`config.mk`:
```
export PLATFORM = sky130hd
export DESIGN_NAME = ptosda_sched
export DESIGN_NICKNAME = d
export VERILOG_FILES = /design/src/rtl/ptosda_sched_pkg.sv /design/src/rtl/nibble_fifo.sv /design/src/rtl/ptosda_sched.sv
export SDC_FILE = /design/constraint.sdc
export NUM_CORES = 1
export LEC_CHECK = 0
export ABC_AREA = 0
export BUFFER_PORTS_ARGS = -buffer_cell sky130_fd_sc_hd__buf_2
export CAP_MARGIN = 40
export CORE_ASPECT_RATIO = 0.75
export CORE_MARGIN = 2
export CORE_UTILIZATION = 61
export DETAILED_ROUTE_END_ITERATION = 7
export HOLD_SLACK_MARGIN = 0.02
export PLACE_DENSITY = 0.81
export SLEW_MARGIN = 20
export SYNTH_ARGS = -nofsm -noshare
export SYNTH_HDL_FRONTEND = slang
export SYNTH_SLANG_ARGS = --single-unit
```
`constraint.sdc`:
```
create_clock -name sclk -period 4.7 [get_ports sclk]
set_input_delay 0.235 -clock sclk [delete_from_list [all_inputs] [get_ports sclk]]
set_output_delay 0.235 -clock sclk [all_outputs]
set_load 0.02 [all_outputs]
```
`src/rtl/ptosda_sched_pkg.sv`:
```
// Shared definitions for the ptosda nibble scheduler.
//   NIBBLE_W : width of one nibble handed to the ptosda transmitter
//   state_t  : scheduler FSM state, 2-bit encoding
//   rr_next  : round-robin successor of a requester index, wrapping at nreq
package ptosda_sched_pkg;

  localparam int unsigned NIBBLE_W = 4;

  typedef enum logic [1:0] {
    IDLE = 2'd0,
    ARB  = 2'd1,
    LOAD = 2'd2,
    WAIT = 2'd3
  } state_t;

  function automatic logic [1:0] rr_next(input logic [1:0] idx, input int unsigned nreq);
    logic [1:0] nxt;
    if ({30'd0, idx} + 32'd1 >= nreq) begin
      nxt = 2'd0;
    end else begin
      nxt = idx + 2'd1;
    end
    return nxt;
  endfunction

endpackage

```
`src/rtl/nibble_fifo.sv`:
```
// Per-requester nibble FIFO.
//   sclk  : clock, rising edge
//   rst   : asynchronous active-low reset
//   push  : write wdata when not full (pushes while full are dropped)
//   wdata : nibble to write
//   pop   : advance read pointer when not empty
//   full  : DEPTH entries held
//   empty : no entries held
//   count : number of entries held
//   rdata : head entry (valid when !empty)
module nibble_fifo
  import ptosda_sched_pkg::*;
#(
  parameter int unsigned DEPTH = 4
) (
  input  logic                      sclk,
  input  logic                      rst,
  input  logic                      push,
  input  logic [NIBBLE_W-1:0]       wdata,
  input  logic                      pop,
  output logic                      full,
  output logic                      empty,
  output logic [$clog2(DEPTH):0]    count,
  output logic [NIBBLE_W-1:0]       rdata
);

  localparam int unsigned PW = $clog2(DEPTH);
  localparam int unsigned CW = PW + 1;

  logic [NIBBLE_W-1:0] mem_q [DEPTH];
  logic [PW-1:0]       wr_ptr_q;
  logic [PW-1:0]       rd_ptr_q;
  logic [CW-1:0]       count_q;
  logic                do_push;
  logic                do_pop;

  assign full    = (count_q == CW'(DEPTH));
  assign empty   = (count_q == '0);
  assign count   = count_q;
  assign rdata   = mem_q[rd_ptr_q];
  assign do_push = push && !full;
  assign do_pop  = pop && !empty;

  // Pointers wrap naturally because DEPTH is a power of two.
  always_ff @(posedge sclk or negedge rst) begin
    if (!rst) begin
      wr_ptr_q <= '0;
      rd_ptr_q <= '0;
      count_q  <= '0;
      for (int i = 0; i < DEPTH; i++) begin
        mem_q[i] <= '0;
      end
    end else begin
      if (do_push) begin
        mem_q[wr_ptr_q] <= wdata;
        wr_ptr_q        <= wr_ptr_q + 1'b1;
      end
      if (do_pop) begin
        rd_ptr_q <= rd_ptr_q + 1'b1;
      end
      case ({do_push, do_pop})
        2'b10:   count_q <= count_q + 1'b1;
        2'b01:   count_q <= count_q - 1'b1;
        default: count_q <= count_q;
      endcase
    end
  end

endmodule

```
`src/rtl/ptosda_sched.sv`:
```
// Round-robin scheduler sharing one ptosda serial transmitter between NREQ
// nibble producers. Each producer owns a nibble_fifo; the FSM grants one
// requester, presents its head nibble on ser_data and waits for a rising
// edge of ser_ack before moving on. Up to BURST nibbles go to one requester
// before re-arbitration.
//   sclk      : clock, rising edge
//   rst       : asynchronous active-low reset
//   req_valid : per-requester push strobe
//   req_data  : nibble i at [4i+3:4i]
//   req_ready : FIFO i not full
//   ser_data  : nibble for ptosda.data
//   ser_valid : ser_data holds an unacknowledged nibble
//   ser_ack   : ptosda.ack level, edge-detected here
//   grant     : requester whose nibble is on ser_data
//   busy      : FSM not idle
module ptosda_sched
  import ptosda_sched_pkg::*;
#(
  parameter int unsigned NREQ  = 2,
  parameter int unsigned DEPTH = 4,
  parameter int unsigned BURST = 2
) (
  input  logic                     sclk,
  input  logic                     rst,
  input  logic [NREQ-1:0]          req_valid,
  input  logic [NIBBLE_W*NREQ-1:0] req_data,
  output logic [NREQ-1:0]          req_ready,
  output logic [NIBBLE_W-1:0]      ser_data,
  output logic                     ser_valid,
  input  logic                     ser_ack,
  output logic [1:0]               grant,
  output logic                     busy
);

  localparam int unsigned BW = $clog2(BURST + 1);
  localparam int unsigned CW = $clog2(DEPTH) + 1;
  localparam logic [BW-1:0] BurstMax = BW'(BURST);

  state_t              state_q;
  logic [1:0]          grant_q;
  logic [1:0]          last_grant_q;
  logic [BW-1:0]       burst_cnt_q;
  logic [NIBBLE_W-1:0] ser_data_q;
  logic                ser_valid_q;
  logic                ack_q;
  logic                ack_rise;

  logic [NREQ-1:0]     fifo_full;
  logic [NREQ-1:0]     fifo_empty;
  logic [NREQ-1:0]     fifo_pop;
  logic [CW-1:0]       fifo_count [NREQ];
  logic [NIBBLE_W-1:0] fifo_head  [NREQ];

  for (genvar i = 0; i < NREQ; i++) begin : g_fifo
    assign fifo_pop[i] = (state_q == LOAD) && (grant_q == 2'(i));

    nibble_fifo #(
      .DEPTH (DEPTH)
    ) u_fifo (
      .sclk  (sclk),
      .rst   (rst),
      .push  (req_valid[i]),
      .wdata (req_data[NIBBLE_W*i +: NIBBLE_W]),
      .pop   (fifo_pop[i]),
      .full  (fifo_full[i]),
      .empty (fifo_empty[i]),
      .count (fifo_count[i]),
      .rdata (fifo_head[i])
    );
  end

  // Zero-padded 4-entry views so a 2-bit index is always in range.
  logic [3:0]                pend4;
  logic [3:0]                more4;
  logic [3:0][NIBBLE_W-1:0]  head4;
  logic                      any_pend;

  always_comb begin
    pend4 = '0;
    more4 = '0;
    head4 = '0;
    for (int i = 0; i < NREQ; i++) begin
      pend4[i] = !fifo_empty[i];
      more4[i] = (fifo_count[i] != '0);
      head4[i] = fifo_head[i];
    end
  end

  assign any_pend = |pend4;

  // Round-robin search starting one past the last served requester.
  logic [1:0] arb_idx;
  logic [1:0] cand;
  logic       arb_found;

  always_comb begin
    arb_idx   = last_grant_q;
    cand      = last_grant_q;
    arb_found = 1'b0;
    for (int i = 0; i < NREQ; i++) begin
      cand = rr_next(cand, NREQ);
      if (!arb_found && pend4[cand]) begin
        arb_idx   = cand;
        arb_found = 1'b1;
      end
    end
  end

  // Only a fresh 0->1 transition counts; a level held high is ignored.
  assign ack_rise = ser_ack && !ack_q;

  always_ff @(posedge sclk or negedge rst) begin
    if (!rst) begin
      state_q      <= IDLE;
      grant_q      <= '0;
      last_grant_q <= 2'(NREQ - 1);
      burst_cnt_q  <= '0;
      ser_data_q   <= '0;
      ser_valid_q  <= 1'b0;
      ack_q        <= 1'b0;
    end else begin
      ack_q <= ser_ack;
      case (state_q)
        IDLE: begin
          if (any_pend) state_q <= ARB;
        end
        ARB: begin
          grant_q     <= arb_idx;
          burst_cnt_q <= '0;
          state_q     <= LOAD;
        end
        LOAD: begin
          ser_data_q  <= head4[grant_q];
          ser_valid_q <= 1'b1;
          burst_cnt_q <= burst_cnt_q + BW'(1);
          state_q     <= WAIT;
        end
        WAIT: begin
          if (ack_rise) begin
            ser_valid_q  <= 1'b0;
            last_grant_q <= grant_q;
            if (more4[grant_q] && (burst_cnt_q < BurstMax)) begin
              state_q <= LOAD;
            end else if (any_pend) begin
              state_q <= ARB;
            end else begin
              state_q <= IDLE;
            end
          end
        end
        default: state_q <= IDLE;
      endcase
    end
  end

  assign req_ready = ~fifo_full;
  assign ser_data  = ser_data_q;
  assign ser_valid = ser_valid_q;
  assign grant     = grant_q;
  assign busy      = (state_q != IDLE);

endmodule
```
Word-level counts from Yosys, hierarchy flattened:

Index checks and enable logic that the tools add are counted.

* equality and inequality tests: 12
* add/sub/neg operators: 13
* bitwise operators: 5
* order comparisons: 12
* mux-type cells: 35
* reductions and logical operators: 32

Operators by type and width (number)
* bitwise mux 16 bit: 2
* 2-to-1 mux 4 bit: 7
* binary-select mux 4 bit (select 2 bit): 3
* demux 4 bit (select 2 bit): 2
* adder 2 x 1 -> 2 bit (second input constant): 7
* 2-to-1 mux 2 bit: 7
* >= comparator 3 bit (second input constant): 4
* NOT 2 -> 3 bit: 4
* case mux 3 bit (2 select lines): 2
* logical AND 1 bit: 11
* nonzero test 2 bit: 5
* < comparator 2 x 3 -> 1 bit (second input constant): 3
* equality test 2 x 1 -> 1 bit (second input constant): 4
* equality test 2 bit (second input constant): 4
* case mux 2 bit (4 select lines): 1
* adder 2 x 1 -> 3 bit (second input constant): 2
* adder 3 x 1 -> 3 bit (second input constant): 2
* binary-select mux 1 bit (select 2 bit): 3
* equality test 3 bit (second input constant): 2
* >= comparator 3 x 2 -> 1 bit (second input constant): 2
* logical NOT 1 bit: 6
* logical NOT 3 bit: 2
* < comparator 3 x 1 -> 1 bit (second input constant): 2
* 2-to-1 mux 1 bit: 6
* 10 further kinds: 16

* bits in registers: 60
* output and inout bits: 10

Depth between registers and ports, before layout:

Gate-level depths: netlist of run 1.

* depth in word-level cells: 10
* depth in mapped cells: 10
* mapped depth without buffers: 10

Cells and area by module:

Synthesis of run 1 repeated with hierarchy kept, for this count alone.

* cells, all modules: 245
* area total of the unflattened synthesis: 3066.7 sq um

Modules (own cells, without submodules)
* nibble_fifo: times used 2, sequential area each 575.6 sq um, cells an instance 77, area an instance 1104.8 sq um
* ptosda_sched: times used 1, sequential area each 351.6 sq um, cells an instance 91, area an instance 857.1 sq um

Worst setup path before layout of run 1:

Ideal clock, no wire load.

* kind: register to register
* from: reg state_q[0]
* to: reg g_fifo[1].u_fifo.count_q[2]
* path buffers: 0
* cell stages (with the launch flop): 11
* setup slack: 2.378 ns
* data arrival time: 2.242 ns
* library setup time: 0.079 ns
* path through: dfrtp_1 inv_1 ha_1 nand2b_1 nor3b_1 ha_1 inv_1 fa_1 xor2_1 nor2_1 xor2_1

* word-level cells in the longest chain between the ends: 5
* elaborated cells on any way between the ends: 7
* those cells by class: eq/ne (3); mux (1); reduce/logical (3)

RTL lines
* from (decl): line ptosda_sched.sv:39 `state_t state_q;`
* from (signal assigned): line ptosda_sched.sv:114 `state_q <= IDLE;`
* from (signal assigned): line ptosda_sched.sv:125 `if (any_pend) state_q <= ARB;`
* from (signal assigned): line ptosda_sched.sv:130 `state_q <= LOAD;`
* equality test 2 bit (*): line ptosda_sched.sv:55 `assign fifo_pop[i] = (state_q == LOAD) && (grant_q == 2'(i));`
* logical AND 1 bit (*): line ptosda_sched.sv:55
* logical AND 1 bit (*): line nibble_fifo.sv:42 `assign do_pop = pop && !empty;`
* via g_fifo[1].u_fifo.do_pop: line nibble_fifo.sv:35 `logic do_pop;`
* equality test 2 x 1 -> 1 bit or equality test 2 bit (tied branches): line nibble_fifo.sv:61 `case ({do_push, do_pop})`
* case mux 3 bit (2 select lines) or nonzero test 2 bit (tied branches)
* to (signal assigned): line nibble_fifo.sv:62 `2'b10: count_q <= count_q + 1'b1;`
* to (signal assigned): line nibble_fifo.sv:63 `2'b01: count_q <= count_q - 1'b1;`
* to (signal assigned): line nibble_fifo.sv:64 `default: count_q <= count_q;`
* to (decl): line nibble_fifo.sv:33 `logic [CW-1:0] count_q;`

The timed path passes the listed nets; every way through them passes the cells marked *.
A chain may end at the register's enable or synchronous reset.

Final worst setup path of run 1:

Ends and elaborated chain as after synthesis.

==> impl_metrics.yaml, run 1 <==
floorplan:
  io_pins: 23
  die_w_um: 84.1
  initial_core_util_pct: 64.5
  die_h_um: 64.0
  die_area_um2: 5380
  rows: 21
  fp.coreArea_um2: 4550
clocking:
  cts_buffers: 9
  cts_tree: "built"
  worstSkewPairLatency_ps: 340
  numClockSinks: 60
  clk_pin_slew_worst_paths_ps: 70
  clockBufferDepth: 2
  cts_root_buffer: "clkbuf_8"
  cts-resized-gates: 0
  post_cts_buffers: 0
  holdBufCountCts: 1
  htree_num_levels: 3
setup_path:
  r2r_setup_slack_ps: 1850
  end_kind: "register"
  r2r-start: "state_q[0]"
  worstPathRequired_ps: 4960
  cp_slowest_cell: "nor3b_1"
  r2r-end: "g_fifo[1].u_fifo.count[2]"
  cp.depth: 10
  crit_start: "state_q[0]"
  cp.arrival_ps: 3110
  path_cells: "inv_1 -> ha_1 -> nand2b_1 -> nor3b_1 -> ha_1 -> inv_1 -> fa_1 -> xor2_1 -> nor2_1 -> xor2_1"
  worstPathMaxFanout: 6
  crit_buf_inv: 2
  critPathTopFamily: "adder cells"
  worstSetupPathType: "reg2reg"
  startpoint_type: "register"
  worst_path_largest_cell_delay_ps: 440
  r2r_cells: 10
sta:
  slew_violations: 0
  max_freq_mhz: 351
  hold_viol: 0
  rsz0062_at_grt: "no"
  timing.final.crit_share_pct: 60.6
  period_minus_slack_ps: 2850
  setup_viol: 0
  worst_slew_pin_slew_ps: 747
  setup-tns-final_ps: 0
  final.setup.worst_slack_ps: 1850
  slew_headroom_pct: 50.2
  skew_ps: 7.97
pwr:
  p_switching_w: 0.000885
  p_int_w: 0.00160
  p_comb_share_pct: 39.3
  p_clk_share_pct: 20.4
  seqPwrFrac_pct: 40.4
  sw_frac_of_total_pct: 35.7
  ir_drop_uv: 428
  power_density_nw_per_um2: 744
  leakage_nw: 1.53
cells_and_area:
  layout_commonest_cell: "dfrtp_1"
  area_delta_synth_final_pct: 13.7
  layout_common_cells: "dfrtp_1, mux2_2, inv_1"
  antenna_cells: 0
  finalInstanceArea_um2: 3330
  drive_gt1_share_pct: 32.7
  nets: 290
detailed_routing:
  first_pass_iters: 5
  via_per_inst: 5.63
  drt_iter0_markers: 63
  drc_errors: 0
  drt_wl_total_um: 5380
  wl_per_cell_um: 16.8
  vias: 1800
  ant_nets: 0
run:
  max-cap-violations: 0
yosys:
  syn_avg_cell_area_um2: 13.0
  synth_edf_count: 0
  syn_inst: 226
  ys_ff_latch: 60
  synth_ff_type: "dfrtp_1"
  async_reset_ff_share_pct: 100
  syn-num-nets: 258
  synth-seq-area-share_pct: 51.3
  synth.distinct_cells: 33
  yosysWarnings: 0
  syn_area_um2: 2930
grt:
  grt_overflow: 0
  grt_max_degree: 61
  antenna_found_initial: 0
  grtUsageTotal_pct: 23.0
  grt_pass1_vias: 1872
  grt_pass1_wl_um: 9370
place:
  gp_congestion: 0.843
  place_ws_ps: 2000
  place_hpwl_um: 3820
  numPortBuffers: 22
  place_area_um2: 3110
outcome:
  status: "complete, no violations"
min_path:
  hold_path_class: "in2async"
worst register-to-register path: cells and delay by family (launching register included):
family	cells	cell delay [ps]
fa+ha+maj	3	940
simple gates	3	830
flops	1	430
xor+xnor	2	340
buf+inv	2	230
sequential cells by signal, indices dropped and copies added, names as in the netlist:
register and flops:
last_grant_q 2, ack_q 1, g_fifo.u_fifo.wr_ptr_q 4, burst_cnt_q 2
g_fifo.u_fifo.rd_ptr_q 4, ser_data 4, state_q 2, g_fifo.u_fifo.mem_q 32
grant 2, g_fifo.u_fifo.count 6, ser_valid 1
synth_stat cells, types with 2 or more instances:
| master | count | area [um^2] |
|---|---|---|
| fa_1 | 2 | 40.0 |
| dfrtp_1 | 59 | 1480 |
| o21ai_0 | 9 | 45.0 |
| nand2b_1 | 2 | 12.5 |
| nor2_1 | 8 | 30.0 |
| ha_1 | 17 | 213 |
| nor3_1 | 2 | 10.0 |
| mux2_2 | 34 | 383 |
| a21boi_2 | 2 | 22.5 |
| inv_1 | 23 | 86.3 |
| o2bb2ai_1 | 4 | 35.0 |
| buf_2 | 3 | 15.0 |
| xor2_1 | 6 | 52.6 |
| mux4_2 | 8 | 180 |
| nand3b_1 | 2 | 15.0 |
| xnor2_1 | 6 | 52.6 |
| mux2i_1 | 5 | 50.1 |
| a21oi_1 | 3 | 15.0 |
| nand2_1 | 17 | 63.8 |
how the worst max path moves through the flow:
stage	end
2_1_floorplan	g_fifo[1].u_fifo.count[2]
3_3_place_gp	g_fifo[1].u_fifo.count[2]
3_5_place_dp	g_fifo[1].u_fifo.count[2]
4_1_cts	g_fifo[1].u_fifo.count[2]
5_1_grt	g_fifo[1].u_fifo.count[2]
6_report	g_fifo[1].u_fifo.count[2]
layer usage:
metal	track usage [%]	vias to the layer above	wire length (um)
li1	-	855	-
met1	31.6	902	2500
met2	34.9	38	2510
met3	8.27	5	319
met4	6.85	0	49
met5	0	-	0
per-stage QoR:
stage	hold slack (ps)	total power (W)	utilization, %	std cells
final	40.2	0.00248	73.3	320
after detailed placement	364	0.00198	68.3	303
after global placement	360	0.00192	68.3	303
after floorplan	-60.6	0.00172	-	226
after global routing	95.8	0.00267	73.3	320
after CTS	61.6	0.00250	73.3	320
layout make-up:
type / count / area, um^2
Clock buffer: 11 / 141
Timing Repair Buffer: 24 / 128
Fill cell: 313 / 1210
Sequential cell: 60 / 1500
Tap cell: 57 / 71.3
Clock inverter: 5 / 75.1
Inverter: 23 / 86.3
Multi-Input combinational cell: 140 / 1330
power by group through the flow:
| stage | Clock, W | Combinational, W | Sequential [W] |
|---|---|---|---|
| after floorplan | 0 | 0.000784 | 0.000938 |
| after global placement | 0 | 0.000927 | 0.000989 |
| after detailed placement | 0 | 0.000977 | 0.00101 |
| after CTS | 0.000515 | 0.000985 | 0.00100 |
| after global routing | 0.000538 | 0.00109 | 0.00104 |
| final | 0.000505 | 0.000975 | 0.00100 |
logic make-up (layout without fill, tap and decap cells):
logic type                 Yosys count  after routing  synth area share [%]
AOI/OAI and AO/OA                   26             26                  6.49
DFF                                 60             60                  51.3
muxes                               47             47                  20.9
and+or+nand+nor                     36             36                  5.68
buffers and inverters               26             63                  3.46
adders and majority gates           19             19                  8.62
xor gates and xnor gates            12             12                  3.59
(Power assumes the default switching activity.)
==> run 2, diff against run 1 <==
--- a/config.mk
+++ b/config.mk
@@ -10,10 +10,10 @@
 export CAP_MARGIN = 40
 export CORE_ASPECT_RATIO = 0.75
 export CORE_MARGIN = 2
-export CORE_UTILIZATION = 61
+export CORE_UTILIZATION = 53
 export DETAILED_ROUTE_END_ITERATION = 7
 export HOLD_SLACK_MARGIN = 0.02
-export PLACE_DENSITY = 0.81
+export PLACE_DENSITY = 0.75
 export SLEW_MARGIN = 20
 export SYNTH_ARGS = -nofsm -noshare
 export SYNTH_HDL_FRONTEND = slang
==> constraint.sdc (replaced) <==
create_clock -name sclk -period 2.6 [get_ports sclk]
set_input_delay 0.13 -clock sclk [delete_from_list [all_inputs] [get_ports sclk]]
set_output_delay 0.13 -clock sclk [all_outputs]
set_load 0.02 [all_outputs]
==> run 2 against run 1 <==
Non-clock buffer count increased by 5. Critical path type unchanged. Core utilization down 9.6 points. Clock power is 79% higher. Register-to-register slack got worse by 1600 ps. Power up 81%. Sequential cell count unchanged. Via count increased by 1.2%. Final area grew 2.3%. Count of clock-buffer cells in the layout did not move. Die area grew 14%.
==> impl_metrics.yaml, run 2 (same netlist as run 1, synthesis figures left out) <==
floorplan:
  initial_core_util_pct: 54.8
  fp.coreArea_um2: 5350
  die_h_um: 68.4
  io_pins: 23
  die_w_um: 89.9
  die_area_um2: 6150
  rows: 23
place:
  numPortBuffers: 22
  place_hpwl_um: 3780
  gp_congestion: 0.781
  dpl.cell_count: 325
cells_and_area:
  nets: 295
  largest_register_ffs: 32
  fillers: 402
  area_delta_synth_final_pct: 16.2
  regMostFlops: "g_fifo.u_fifo.mem_q"
  instances_no_fill: 343
  layout_commonest_cell: "dfrtp_1"
  fin_util_pct: 63.7
  layout_common_cells: "dfrtp_1, mux2_2, inv_1"
  antenna_cells: 0
  drive_gt1_share_pct: 34.7
setup_path:
  critPathTopFamily: "adder cells"
  worstPathRequired_ps: 2850
  cp.depth: 10
  crit_end: "g_fifo[1].u_fifo.count[2]"
  r2r_cells: 10
  r2r_setup_slack_ps: 300
  crit_buf_inv: 2
  cp.arrival_ps: 2560
  r2r-end: "g_fifo[1].u_fifo.count[2]"
  worst_path_largest_cell_delay_ps: 420
  worstPathMaxFanout: 6
  startpoint_type: "register"
  path_cells: "inv_1 -> ha_1 -> nand2b_2 -> nor3b_2 -> ha_1 -> inv_1 -> fa_1 -> xor2_1 -> nor2_1 -> xor2_1"
  crit_start: "state_q[0]"
  cp_slowest_cell: "dfrtp_1"
  r2r-start: "state_q[0]"
  end_kind: "register"
  worstSetupPathType: "reg2reg"
sta:
  rsz0062_at_grt: "no"
  worst_slew_pin_slew_ps: 739
  max_freq_mhz: 434
  slew_violations: 0
  setup-tns-final_ps: 0
  timing.final.crit_share_pct: 88.6
  period_minus_slack_ps: 2300
  skew_ps: 7.92
  hold_viol: 0
  setup_viol: 0
  slew_headroom_pct: 50.7
  holdWs_ps: 69.1
pwr:
  leakage_nw: 1.56
  power_density_nw_per_um2: 1320
  ir_drop_uv: 567
grt:
  antenna_found_initial: 0
  grt_overflow: 0
  grt_max_degree: 61
  grt_pass1_wl_um: 8960
  grt_pass1_vias: 1874
  grtUsageTotal_pct: 19.4
detailed_routing:
  drc_errors: 0
  via_per_inst: 5.31
  drt_wl_total_um: 5060
  first_pass_iters: 4
  wl_per_cell_um: 14.7
  drt_iter0_markers: 128
  vias: 1822
  ant_nets: 0
clocking:
  clk_pin_slew_worst_paths_ps: 70
  cts_root_buffer: "clkbuf_8"
  worstSkewPairLatency_ps: 330
  numClockSinks: 60
  htree_num_levels: 3
  cts_buffers: 9
  cts_tree: "built"
  clockBufferDepth: 2
min_path:
  hold_path_class: "in2reg"
  min_from: "req_data[2]"
run:
  max-cap-violations: 0
outcome:
  status: "complete, no violations"
run 2: changes by cell type in the layout (fill, tap and decap cells not counted), sizes merged:
cell         previous run  this run
buf                    23        27
dlygate4sd3             1         2
run 2: layer usage:
metal	track usage [%]	vias up	part of all wire (%)
met5	0	-	0
met4	8.85	0	1.8
met3	7.16	13	3.7
met2	30.1	37	45
met1	24.8	907	49
li1	-	865	-
run 2: worst register-to-register path: cells and delay by family (launching register included):
family	cells	cell delay (ps)
xor+xnor	2	290
flops	1	420
fa+ha+maj	3	840
buf+inv	2	200
simple gates	3	480
run 2: cell type report:
| type | count | area, um^2 | area share (%) |
|---|---|---|---|
| well taps | 75 | 93.8 | 2.75 |
| clock buffers | 11 | 141 | 4.15 |
| flip-flops and latches | 60 | 1500 | 44.1 |
| repair buffers | 29 | 168 | 4.92 |
| multi-input cells | 140 | 1340 | 39.3 |
| clock inverters | 5 | 75.1 | 2.20 |
| inverters | 23 | 86.3 | 2.53 |
run 2: timing repair:
item                                    4_1_cts  5_1_grt
hold endpoints to repair                     60        0
endpoints found under the setup margin        0        2
setup buffers                                 0        0
resized for setup                             0        3
hold buffers                                  2        0
run 2: worst min-delay path by stage:
stage,end,slack (ps),depth (start not counted)
final,g_fifo[0].u_fifo.mem_q[10],70,2
after floorplan,ack_q,-170,0
after global routing,g_fifo[0].u_fifo.mem_q[2],60,2
after global placement,ack_q,250,1
after CTS,g_fifo[0].u_fifo.mem_q[10],50,2
after detailed placement,ack_q,260,1
run 2: where the power goes:
group / switching, W / total [W] / internal, W
Clock: 0.000344 / 0.000904 / 0.000561
Sequential: 0.000380 / 0.00179 / 0.00141
Combinational: 0.000852 / 0.00181 / 0.000957
Total: 0.00158 / 0.00450 / 0.00292
run 2: through the flow:
stage	cell area (um^2)	power, W	setup WS (ps)
5_1_grt	3410	0.00488	11.2
3_5_place_dp	3160	0.00360	143
2_1_floorplan	2930	0.00311	278
4_1_cts	3390	0.00453	128
6_report	3410	0.00450	295
3_3_place_gp	3160	0.00351	257
